<file path="src/rtl/halflife_ctrl_if.sv">
// Command, timer-drive and status bundle for the half-life sequencing controller.
// The controller connects through the slave modport; the requester uses master.
interface halflife_ctrl_if #(
    parameter int unsigned PRESCALE_W = 16,
    parameter int unsigned VAL_W      = 4
);
    logic                  start;
    logic                  abort;
    logic [VAL_W-1:0]      init_val;
    logic [PRESCALE_W-1:0] period;
    logic [3:0]            max_halv;
    logic                  dir;

    logic                  load;
    logic [VAL_W-1:0]      in;
    logic                  up;
    logic                  down;
    logic [VAL_W-1:0]      value;
    logic [3:0]            halvings;
    logic                  busy;
    logic                  done;

    modport master (
        output start, abort, init_val, period, max_halv, dir,
        input  load, in, up, down, value, halvings, busy, done
    );

    modport slave (
        input  start, abort, init_val, period, max_halv, dir,
        output load, in, up, down, value, halvings, busy, done
    );
endinterface

</file>
<file path="src/rtl/halflife_ctrl.sv">
// Half-life sequencer: loads an initial quantity, then halves it once per period,
// strobing the timer with a reload and a direction pulse on every step.
module halflife_ctrl #(
    parameter int unsigned PRESCALE_W = 16,
    parameter int unsigned VAL_W      = 4
) (
    input  logic           clk,
    input  logic           rst,
    halflife_ctrl_if.slave bus
);

    typedef enum logic [1:0] {StIdle, StLoad, StRun, StDone} state_e;

    state_e                state_q, state_d;
    logic [PRESCALE_W-1:0] pre_q, pre_d;
    logic [PRESCALE_W-1:0] per_q, per_d;
    logic                  dir_q, dir_d;
    logic [3:0]            maxh_q, maxh_d;

    logic                  load_q, load_d;
    logic [VAL_W-1:0]      in_q, in_d;
    logic                  up_q, up_d;
    logic                  down_q, down_d;
    logic [VAL_W-1:0]      value_q, value_d;
    logic [3:0]            halv_q, halv_d;
    logic                  busy_q, busy_d;
    logic                  done_q, done_d;

    logic                  term;

    // In RUN, load_q marks a step cycle; the value/halvings it shows decide termination.
    assign term = (value_q == '0) || ((maxh_q != 4'd0) && (halv_q == maxh_q));

    always_comb begin
        state_d = state_q;
        pre_d   = pre_q;
        per_d   = per_q;
        dir_d   = dir_q;
        maxh_d  = maxh_q;
        load_d  = 1'b0;
        in_d    = '0;
        up_d    = 1'b0;
        down_d  = 1'b0;
        value_d = value_q;
        halv_d  = halv_q;
        busy_d  = 1'b0;
        done_d  = 1'b0;

        unique case (state_q)
            StIdle: begin
                if (bus.start && !bus.abort) begin
                    per_d   = (bus.period == '0) ? PRESCALE_W'(1) : bus.period;
                    dir_d   = bus.dir;
                    maxh_d  = bus.max_halv;
                    state_d = StLoad;
                    load_d  = 1'b1;
                    in_d    = bus.init_val;
                    value_d = bus.init_val;
                    halv_d  = 4'd0;
                    busy_d  = 1'b1;
                    pre_d   = '0;
                end
            end
            StLoad: begin
                pre_d = '0;
                if (bus.abort) begin
                    state_d = StIdle;
                end else if (value_q == '0) begin
                    state_d = StDone;
                    done_d  = 1'b1;
                end else begin
                    state_d = StRun;
                    busy_d  = 1'b1;
                end
            end
            StRun: begin
                if (bus.abort) begin
                    state_d = StIdle;
                end else if (load_q && term) begin
                    state_d = StDone;
                    done_d  = 1'b1;
                end else begin
                    busy_d = 1'b1;
                    if (pre_q == per_q - PRESCALE_W'(1)) begin
                        value_d = value_q >> 1;
                        halv_d  = (halv_q == 4'hf) ? halv_q : halv_q + 4'd1;
                        load_d  = 1'b1;
                        in_d    = value_q >> 1;
                        up_d    = ~dir_q;
                        down_d  = dir_q;
                        pre_d   = '0;
                    end else begin
                        pre_d = pre_q + PRESCALE_W'(1);
                    end
                end
            end
            StDone: begin
                state_d = StIdle;
            end
            default: state_d = StIdle;
        endcase
    end

    always_ff @(posedge clk) begin
        if (rst) begin
            state_q <= StIdle;
            pre_q   <= '0;
            per_q   <= '0;
            dir_q   <= 1'b0;
            maxh_q  <= 4'd0;
            load_q  <= 1'b0;
            in_q    <= '0;
            up_q    <= 1'b0;
            down_q  <= 1'b0;
            value_q <= '0;
            halv_q  <= 4'd0;
            busy_q  <= 1'b0;
            done_q  <= 1'b0;
        end else begin
            state_q <= state_d;
            pre_q   <= pre_d;
            per_q   <= per_d;
            dir_q   <= dir_d;
            maxh_q  <= maxh_d;
            load_q  <= load_d;
            in_q    <= in_d;
            up_q    <= up_d;
            down_q  <= down_d;
            value_q <= value_d;
            halv_q  <= halv_d;
            busy_q  <= busy_d;
            done_q  <= done_d;
        end
    end

    assign bus.load     = load_q;
    assign bus.in       = in_q;
    assign bus.up       = up_q;
    assign bus.down     = down_q;
    assign bus.value    = value_q;
    assign bus.halvings = halv_q;
    assign bus.busy     = busy_q;
    assign bus.done     = done_q;

endmodule

</file>
<file path="src/flat_wrapper.sv">
// flat-port wrapper written by rule: the top's interface ports become plain ports
module halflife_ctrl_flat 
#(
    parameter int unsigned PRESCALE_W = 16,
    parameter int unsigned VAL_W      = 4
)
  (clk, rst, bus_start, bus_abort, bus_init_val, bus_period, bus_max_halv, bus_dir, bus_load, bus_in, bus_up, bus_down, bus_value, bus_halvings, bus_busy, bus_done);
  halflife_ctrl_if #(.PRESCALE_W(PRESCALE_W), .VAL_W(VAL_W)) bus_i ();
  input  logic clk;
  input  logic rst;
  input wire logic [$bits(bus_i.start)-1:0] bus_start;
  input wire logic [$bits(bus_i.abort)-1:0] bus_abort;
  input wire logic [$bits(bus_i.init_val)-1:0] bus_init_val;
  input wire logic [$bits(bus_i.period)-1:0] bus_period;
  input wire logic [$bits(bus_i.max_halv)-1:0] bus_max_halv;
  input wire logic [$bits(bus_i.dir)-1:0] bus_dir;
  output wire logic [$bits(bus_i.load)-1:0] bus_load;
  output wire logic [$bits(bus_i.in)-1:0] bus_in;
  output wire logic [$bits(bus_i.up)-1:0] bus_up;
  output wire logic [$bits(bus_i.down)-1:0] bus_down;
  output wire logic [$bits(bus_i.value)-1:0] bus_value;
  output wire logic [$bits(bus_i.halvings)-1:0] bus_halvings;
  output wire logic [$bits(bus_i.busy)-1:0] bus_busy;
  output wire logic [$bits(bus_i.done)-1:0] bus_done;
  assign bus_i.start = bus_start;
  assign bus_i.abort = bus_abort;
  assign bus_i.init_val = bus_init_val;
  assign bus_i.period = bus_period;
  assign bus_i.max_halv = bus_max_halv;
  assign bus_i.dir = bus_dir;
  assign bus_load = bus_i.load;
  assign bus_in = bus_i.in;
  assign bus_up = bus_i.up;
  assign bus_down = bus_i.down;
  assign bus_value = bus_i.value;
  assign bus_halvings = bus_i.halvings;
  assign bus_busy = bus_i.busy;
  assign bus_done = bus_i.done;
  halflife_ctrl #(.PRESCALE_W(PRESCALE_W), .VAL_W(VAL_W)) u_core (.clk(clk), .rst(rst), .bus(bus_i));
endmodule
</file>
<file path="config.mk">
export PLATFORM = sky130hd
export DESIGN_NAME = halflife_ctrl_flat
export DESIGN_NICKNAME = d
export VERILOG_FILES = /design/src/rtl/halflife_ctrl_if.sv /design/src/rtl/halflife_ctrl.sv /design/src/flat_wrapper.sv
export SDC_FILE = /design/constraint.sdc
export NUM_CORES = 1
export LEC_CHECK = 0
export BUFFER_PORTS_ARGS = -buffer_cell sky130_fd_sc_hd__buf_2
export CAP_MARGIN = 20
export CORE_ASPECT_RATIO = 1.2
export CORE_MARGIN = 4
export CORE_UTILIZATION = 60
export CTS_CLUSTER_DIAMETER = 200
export DETAILED_ROUTE_END_ITERATION = 12
export MAX_ROUTING_LAYER = met4
export PLACE_DENSITY = 0.79
export SLEW_MARGIN = 25
export SYNTH_ARGS = -nofsm -noshare
export SYNTH_HDL_FRONTEND = slang
export SYNTH_SLANG_ARGS = --single-unit
</file>
<file path="constraint.sdc">
create_clock -name clk -period 5.83 [get_ports clk]
set_input_delay 1.166 -clock clk [delete_from_list [all_inputs] [get_ports clk]]
set_output_delay 1.166 -clock clk [all_outputs]
set_load 0.1 [all_outputs]
</file>
Yosys cells after proc, flatten, opt, wreduce, memory -nomap -nowiden
Index checks and enable logic that the tools add are counted. Widths: inputs -> output; s select.

Eq/ne operators: 12. Bitwise gates (word level): 3. Muxes and demuxes: 43. Reductions and logical operators: 17. Add/subtract/negate cells: 3.

Operator list (number): $mux 16 (5); $mux 4 (12); $pmux 16 s3 (1); $pmux 4 s2 (3); $add 16x1->16 const B (1); $eq 16x16->1 (1); $logic_not 16->1 (1); $sub 16x1->16 const B (1); $mux 1 (13); $mux 2 (4); $pmux 2 s4 (1); $ne 2x2->1 const B (3); $reduce_and 6->1 (1); $reduce_and 5->1 (1); $reduce_or 5->1 (1); $add 4x1->4 const B (1); $eq 2x2->1 const B (2); $eq 4x4->1 (1); $eq 4x4->1 const B (1); $logic_not 4->1 (1); $ne 2x1->1 const B (2); $pmux 1 s2 (2); $reduce_and 2->1 (2); $reduce_and 4->1 (1); other kinds (12) (16).

Word-level logic and storage cells: 91. Output and inout port bits: 17. Bits in registers: 56.

Depth between registers and ports, before layout
Gate-level depths: netlist (run 1).

Depth in word-level cells: 7. Depth in mapped cells: 12. Depth with buffers taken out: 10.

Least setup slack after synthesis (run 1)
No wires, ideal clock.

Path kind: register to register. Start: reg u_core.per_q[3]. End: reg u_core.halv_q[1], in the netlist u_core.bus.halvings[1]. Setup slack: 3.011 ns. Library setup time: 0.116 ns. Data required time: 5.714 ns. Stages on the path, launching flop included: 11. Buffers on the path: 2. Data arrival time: 2.703 ns. Cells stage by stage: dfxtp_1 buf_6 or4_4 buf_6 nor4_1 xnor2_1 and4_1 nand3_1 or4_1 a22o_1 a21o_1.

Cells in the longest elaborated chain, start to end: 4.

Ends and longest elaborated chain: start: declaration (line halflife_ctrl.sv:16) `logic [PRESCALE_W-1:0] per_q, per_d;`; start signal: assignment (line halflife_ctrl.sv:122) `per_q <= per_d;`; $sub 16x1->16 (line halflife_ctrl.sv:84) `if (pre_q == per_q - PRESCALE_W'(1)) begin`; $eq 16x16->1 (line halflife_ctrl.sv:84); $ne 2x1->1 (no line); $reduce_and 6->1 (no line); end signal: assignment (line halflife_ctrl.sv:130) `halv_q <= halv_d;`; end: declaration (line halflife_ctrl.sv:25) `logic [3:0] halv_q, halv_d;`.

Every way passes these cells. A chain may end at the register's enable or synchronous reset.

Final worst setup path (run 1)
Start: reg u_core.per_q[0]. End: reg u_core.value_q[2], in the netlist u_core.bus.value[2].

Cells in the longest elaborated chain, start to end: 4.

Ends and longest elaborated chain: $sub 16x1->16 (line halflife_ctrl.sv:84); $eq 16x16->1 (line halflife_ctrl.sv:84); $ne 2x1->1 (no line); $reduce_and 5->1 (no line); end signal: assignment (line halflife_ctrl.sv:129) `value_q <= value_d;`; end: declaration (line halflife_ctrl.sv:24) `logic [VAL_W-1:0] value_q, value_d;`.

Every way passes these cells.

==> results_dict.tcl, run 1 <==
set metrics [dict create \
    outcome "finished clean" \
    vias_per_cell 6.04 \
    rows 28 \
    crit_fanout 11 \
    design_area_mm2 0.00340 \
    drv_slew 0 \
    clock-root-buffer "clkbuf_8" \
    ys.flop_type "dfxtp_1" \
    critPathLaunchType "register" \
    r2r_slack_ps 2500 \
    cts_tree "done" \
    maxSlewHeadroom_pct 54.1 \
    cts_buffers 5 \
    crit_chain "inv_1, ha_1, or3b_2, nor4_1, xnor2_1, and4_1, nand3_1, nor3_2, o21ai_0, a221oi_1" \
    synth_warnings 0 \
    slowest_stage "or3b_2" \
    post-cts-setup-buffers 0 \
    syn_nets 426 \
    final_common_cell "nand2_1" \
    ant_nets 0 \
    worst_slack_ps 2500 \
    drt_first_iter_violations 231 \
    timing.final.crit_share_pct 57.0 \
    die-area_mm2 0.00633 \
    wl_per_cell_um 15.9 \
    grt_overflow 0 \
    grt_setup_unrepaired "false" \
    syn_area_mm2 0.00307 \
    fmax_mhz 301 \
    num_vias 2928 \
    gp_congestion 0.980 \
    clk_latency_ps 320 \
    grt_usage_pct 26.4 \
    p_leak_nw 1.30 \
    cts_resized 0 \
    start_util_pct 62.2 \
    finalHoldViolCount 0 \
    antenna_found_initial 0 \
    max_stage_delay_ps 560 \
    port-buffer-count 45 \
    htreeDepth 2 \
    regArea_mm2 0.00112 \
    clockBufferDepth 2 \
    placedCellCount 477 \
    grt_first_pass_wirelength_um 12700 \
    ir_worst_vdd_mv 0.195 \
    dr.pass1.iters 5 \
    synthCells 390 \
    nFillCells 407 \
    cts_hold_buffers 0 \
    dieHeight_um 86.4 \
    clock-sinks 56 \
    syn_avg_cell_area_um2 7.88 \
    ios 46 \
    path_class "register to register" \
    max_cap_violations 0 \
    final_cell_mix "nand2_1 (58), dfxtp_1 (56), buf_2 (45), nor2_1 (36), a21oi_1 (33)" \
    cp.arrival_ps 3540 \
    core_area_mm2 0.00494 \
    finalCriticalPeriod_ps 3330 \
    grt_pass1_vias 2768 \
    stdcell_count 485 \
    clkTransAtPathRegs_ps 110 \
    place_ws_ps 2520 \
    end_kind "register" \
    ys_ff_latch 56 \
    tightestPinTransition_ps 682 \
    power.density_mw_per_mm2 268 \
    syn2layout_area_growth_pct 10.6 \
    critPathRequiredTime_ps 6040 \
    antennaDiodeCount 0 \
    synth-edff-count 0 \
    clock_skew_ps 11.2 \
    yosysSeqAreaShare_pct 36.5 \
    hp-class "register to register" \
    final_layout_size_suffix_gt1_share_pct 14.8 \
    fin_setup_tns_ps 0 \
    grt_start_max_net_pins 34 \
    die-width_um 73.3 \
    drt-total-wl_um 7730 \
    fin_nets 460 \
    setup_viol 0 \
    synth.distinct_cells 54 \
    ys_async_sr_fraction_pct 0 \
    multiInputGateArea_mm2 0.00183 \
    route.detailed.drc 0 \
    placed_area_mm2 0.00329 \
    dp.final_hpwl_um 5730 \
]
layer usage:
metal | track usage, % | wire, µm
met1 | 31.5 | 3220
met2 | 43.9 | 3890
met3 | 4.29 | 439
met4 | 10.4 | 177
met5 | - | 0
worst max-delay path: cells and delay by family (launching register included):
| kind | cells | cell delay [ps] |
|---|---|---|
| compound gates | 2 | 610 |
| simple gates | 5 | 1640 |
| fa+ha+maj | 1 | 350 |
| flops | 1 | 380 |
| xor+xnor | 1 | 160 |
| buf+inv | 1 | 80 |
power breakdown:
group	internal (mW)	switching, mW	total [mW]
clock	0.0886	0.138	0.226
combinational	0.0834	0.181	0.265
sequential	0.401	0.0201	0.421
total	0.573	0.339	0.912
stage by stage:
stage                     util [%]  power [mW]  hold WS [ps]
after floorplan                  -       0.633           416
after global placement        66.6       0.684           457
after detailed placement      66.6       0.688           455
after CTS                     68.6       0.913           472
after global routing          68.7       0.960           500
final                         68.7       0.912           468
cell families (layout without fill, tap and decap cells):
logic type	count (synthesis)	count (layout)	share of synthesized area [%]
adder cells (fa/ha/maj)	7	7	2.85
buffers and inverters	32	67	4.44
multiplexers	2	2	0.692
AND/OR/NAND/NOR	178	178	29.0
flip-flops	56	56	36.5
XOR/XNOR	35	35	9.98
AO/OA/AOI/OAI	80	80	16.5
cell usage after synthesis, types with 3 or more instances:
library cell | n | share of area [%]
a211oi_1 | 5 | 1.2
a21oi_1 | 33 | 5.4
a221oi_1 | 4 | 1.1
a22oi_1 | 4 | 0.98
and3_1 | 11 | 2.2
and4_1 | 3 | 0.86
clkbuf_1 | 15 | 1.8
dfxtp_1 | 56 | 36
ha_1 | 7 | 2.9
inv_1 | 13 | 1.6
nand2_1 | 58 | 7.1
nand2b_1 | 4 | 0.81
nand3_1 | 13 | 2.1
nand4_1 | 4 | 0.81
nor2_1 | 37 | 4.5
nor2b_1 | 6 | 1.2
nor3_1 | 13 | 2.1
nor4_1 | 11 | 2.2
o211ai_1 | 4 | 0.98
o21ai_0 | 10 | 1.6
or3_1 | 4 | 0.81
or4_1 | 3 | 0.73
xnor2_1 | 24 | 6.8
xor2_1 | 11 | 3.1
worst paths after layout:
path | from | end | cells after the start
setup / recovery | u_core.per_q[0]$_SDFFE_PP0P_ | u_core.bus.value[2]$_SDFFE_PP0P_ | 10
hold / removal | u_core.dir_q$_SDFFE_PP0P_ | u_core.bus.up$_SDFF_PP0_ | 1
setup reg to reg | u_core.per_q[0]$_SDFFE_PP0P_ | u_core.bus.value[2]$_SDFFE_PP0P_ | 10
hold reg to reg | u_core.dir_q$_SDFFE_PP0P_ | u_core.bus.up$_SDFF_PP0_ | 1
layout make-up:
| type | count | area share (%) |
|---|---|---|
| sequential | 56 | 33.0 |
| tap | 60 | 2.21 |
| clock buffer | 5 | 2.03 |
| inverter | 14 | 1.55 |
| clock inverter | 3 | 0.811 |
| multi-input combinational | 302 | 53.8 |
| timing repair buffer | 45 | 6.63 |
registers in the layout, summed over array words and instances, names as in the netlist:
register and count:
u_core.bus.up 1, u_core.pre_q 16, u_core.bus.in 4, u_core.maxh_q 4
u_core.state_q 2, u_core.bus.busy 1, u_core.bus.done 1, u_core.bus.down 1
u_core.bus.halvings 4, u_core.per_q 16, u_core.dir_q 1, u_core.bus.value 4
u_core.bus.load 1
Note: power is estimated with default switching activity, not from simulation.
==> inputs of run 2 (changes only) <==
- CORE_UTILIZATION: 60 -> 57
- PLACE_DENSITY: 0.79 -> 0.76
- clock period: 5.83 -> 3.46 ns (I/O delays scaled with it)
==> results_dict.tcl, run 2 (synthesis results as in run 1) <==
set metrics [dict create \
    htreeDepth 2 \
    die-width_um 75.0 \
    timing.final.crit_share_pct 86.4 \
    placedCellCount 484 \
    clkTransAtPathRegs_ps 100 \
    num_vias 2854 \
    critPathRequiredTime_ps 3680 \
    cts_tree "done" \
    final_cell_mix "nand2_1 (58), dfxtp_1 (56), buf_2 (45), nor2_1 (37), a21oi_1 (33)" \
    outcome "finished clean" \
    start_util_pct 58.4 \
    max_cap_violations 0 \
    gp_congestion 0.935 \
    met1_usage_pct 30.4 \
    crit_path_end "u_core.bus.halvings[1]$_SDFFE_PP0P_" \
    wl_per_cell_um 15.0 \
    power.density_mw_per_mm2 459 \
    clock_skew_ps 8.20 \
    cts_hold_buffers 0 \
    use_met2_pct 42.2 \
    ios 46 \
    tightestPinTransition_ps 608 \
    dieHeight_um 88.4 \
    ir_worst_vdd_mv 0.294 \
    ant_nets 0 \
    grt_start_max_net_pins 33 \
    whs_ps 452 \
    design_area_mm2 0.00344 \
    crit_chain "inv_1, ha_1, or3b_2, nor4_1, xnor2_1, and4_1, nand3_1, or4_1, a22o_1, a21o_1" \
    vias_per_cell 5.80 \
    die-area_mm2 0.00663 \
    drv_slew 0 \
    r2r_slack_ps 470 \
    reg_top3 "u_core.per_q (16), u_core.pre_q (16)" \
    route.detailed.drc 0 \
    rr_startpoint "u_core.per_q[0]$_SDFFE_PP0P_" \
    syn2layout_area_growth_pct 11.9 \
    p_leak_nw 1.33 \
    clock-root-buffer "clkbuf_8" \
    grt_pass1_vias 2643 \
    setup_viol 0 \
    rows 29 \
    slowest_stage "or4_1" \
    final_common_cell "nand2_1" \
    grt_first_pass_wirelength_um 12400 \
    final_layout_size_suffix_gt1_share_pct 15.1 \
    finalCriticalPeriod_ps 2990 \
    placed_area_mm2 0.00333 \
    timing.rr.end "u_core.bus.halvings[1]$_SDFFE_PP0P_" \
    holdPathStages 1 \
    cts_resized 0 \
    drt_first_iter_violations 205 \
    cp.arrival_ps 3210 \
    r2r.worst_path.cells 10 \
    grt_setup_unrepaired "false" \
    grt_overflow 0 \
    path_class "register to register" \
    antenna_found_initial 0 \
    crit_path_start "u_core.per_q[0]$_SDFFE_PP0P_" \
    post-cts-setup-buffers 0 \
    cts_buffers 5 \
    met3_usage_pct 3.18 \
    antennaDiodeCount 0 \
    worst_slack_ps 472 \
    clock-sinks 56 \
    port-buffer-count 45 \
    finalHoldViolCount 0 \
    clockBufferDepth 2 \
    fin_nets 465 \
    dp.final_hpwl_um 5590 \
    stdcell_count 492 \
    core_area_mm2 0.00526 \
    crit_fanout 6 \
    drt-total-wl_um 7370 \
    critPathLaunchType "register" \
    place_ws_ps 506 \
    max_stage_delay_ps 560 \
    top_usage_layer "met2" \
    grt_usage_pct 24.9 \
    hp-class "register to register" \
    maxSlewHeadroom_pct 59.0 \
    end_kind "register" \
    dr.pass1.iters 4 \
    clk_latency_ps 310 \
    fin_setup_tns_ps 0 \
    fmax_mhz 335 \
]
[run 2: how the worst min path moves through the flow]
stage,startpoint,to,slack [ps]
after CTS,u_core.dir_q$_SDFFE_PP0P_,u_core.bus.up$_SDFF_PP0_,450
after global placement,u_core.dir_q$_SDFFE_PP0P_,u_core.bus.up$_SDFF_PP0_,440
after global routing,u_core.dir_q$_SDFFE_PP0P_,u_core.bus.up$_SDFF_PP0_,490
after detailed placement,u_core.dir_q$_SDFFE_PP0P_,u_core.bus.up$_SDFF_PP0_,440
after floorplan,u_core.dir_q$_SDFFE_PP0P_,u_core.bus.up$_SDFF_PP0_,420
final,u_core.dir_q$_SDFFE_PP0P_,u_core.bus.up$_SDFF_PP0_,450
[run 2: cell type report]
type	count	area (µm²)
Tap cell	62	77.6
Clock buffer	6	72.6
Inverter	14	52.6
Clock inverter	2	35.0
Multi-Input combinational cell	302	1810
Fill cell	458	1830
Sequential cell	56	1120
Timing Repair Buffer	50	263
[run 2: power breakdown]
part,leakage (nW),switching [mW],internal [mW]
combinational,0.823,0.298,0.144
clock,0.0552,0.210,0.215
sequential,0.455,0.0336,0.675
[run 2: critical path: cells and delay by family (launching register included)]
family / cells / cell delay, ps
xor gates and xnor gates: 1 / 170
AOI/OAI and AO/OA: 2 / 390
and+or+nand+nor: 5 / 1730
buffers and inverters: 1 / 80
DFF: 1 / 380
adders and majority gates: 1 / 160
[run 2: per-stage QoR]
| step | power, mW | utilization [%] |
|---|---|---|
| after floorplan | 1.07 | - |
| after global placement | 1.16 | 63.3 |
| after detailed placement | 1.16 | 63.3 |
| after CTS | 1.58 | 65.3 |
| after global routing | 1.66 | 65.3 |
| final | 1.58 | 65.3 |
[run 2: layer usage]
layer / vias to the layer above / routed length, µm
li1: 1460 / -
met1: 1326 / 3140
met2: 58 / 3860
met3: 10 / 235
met4: 0 / 136
met5: - / 0
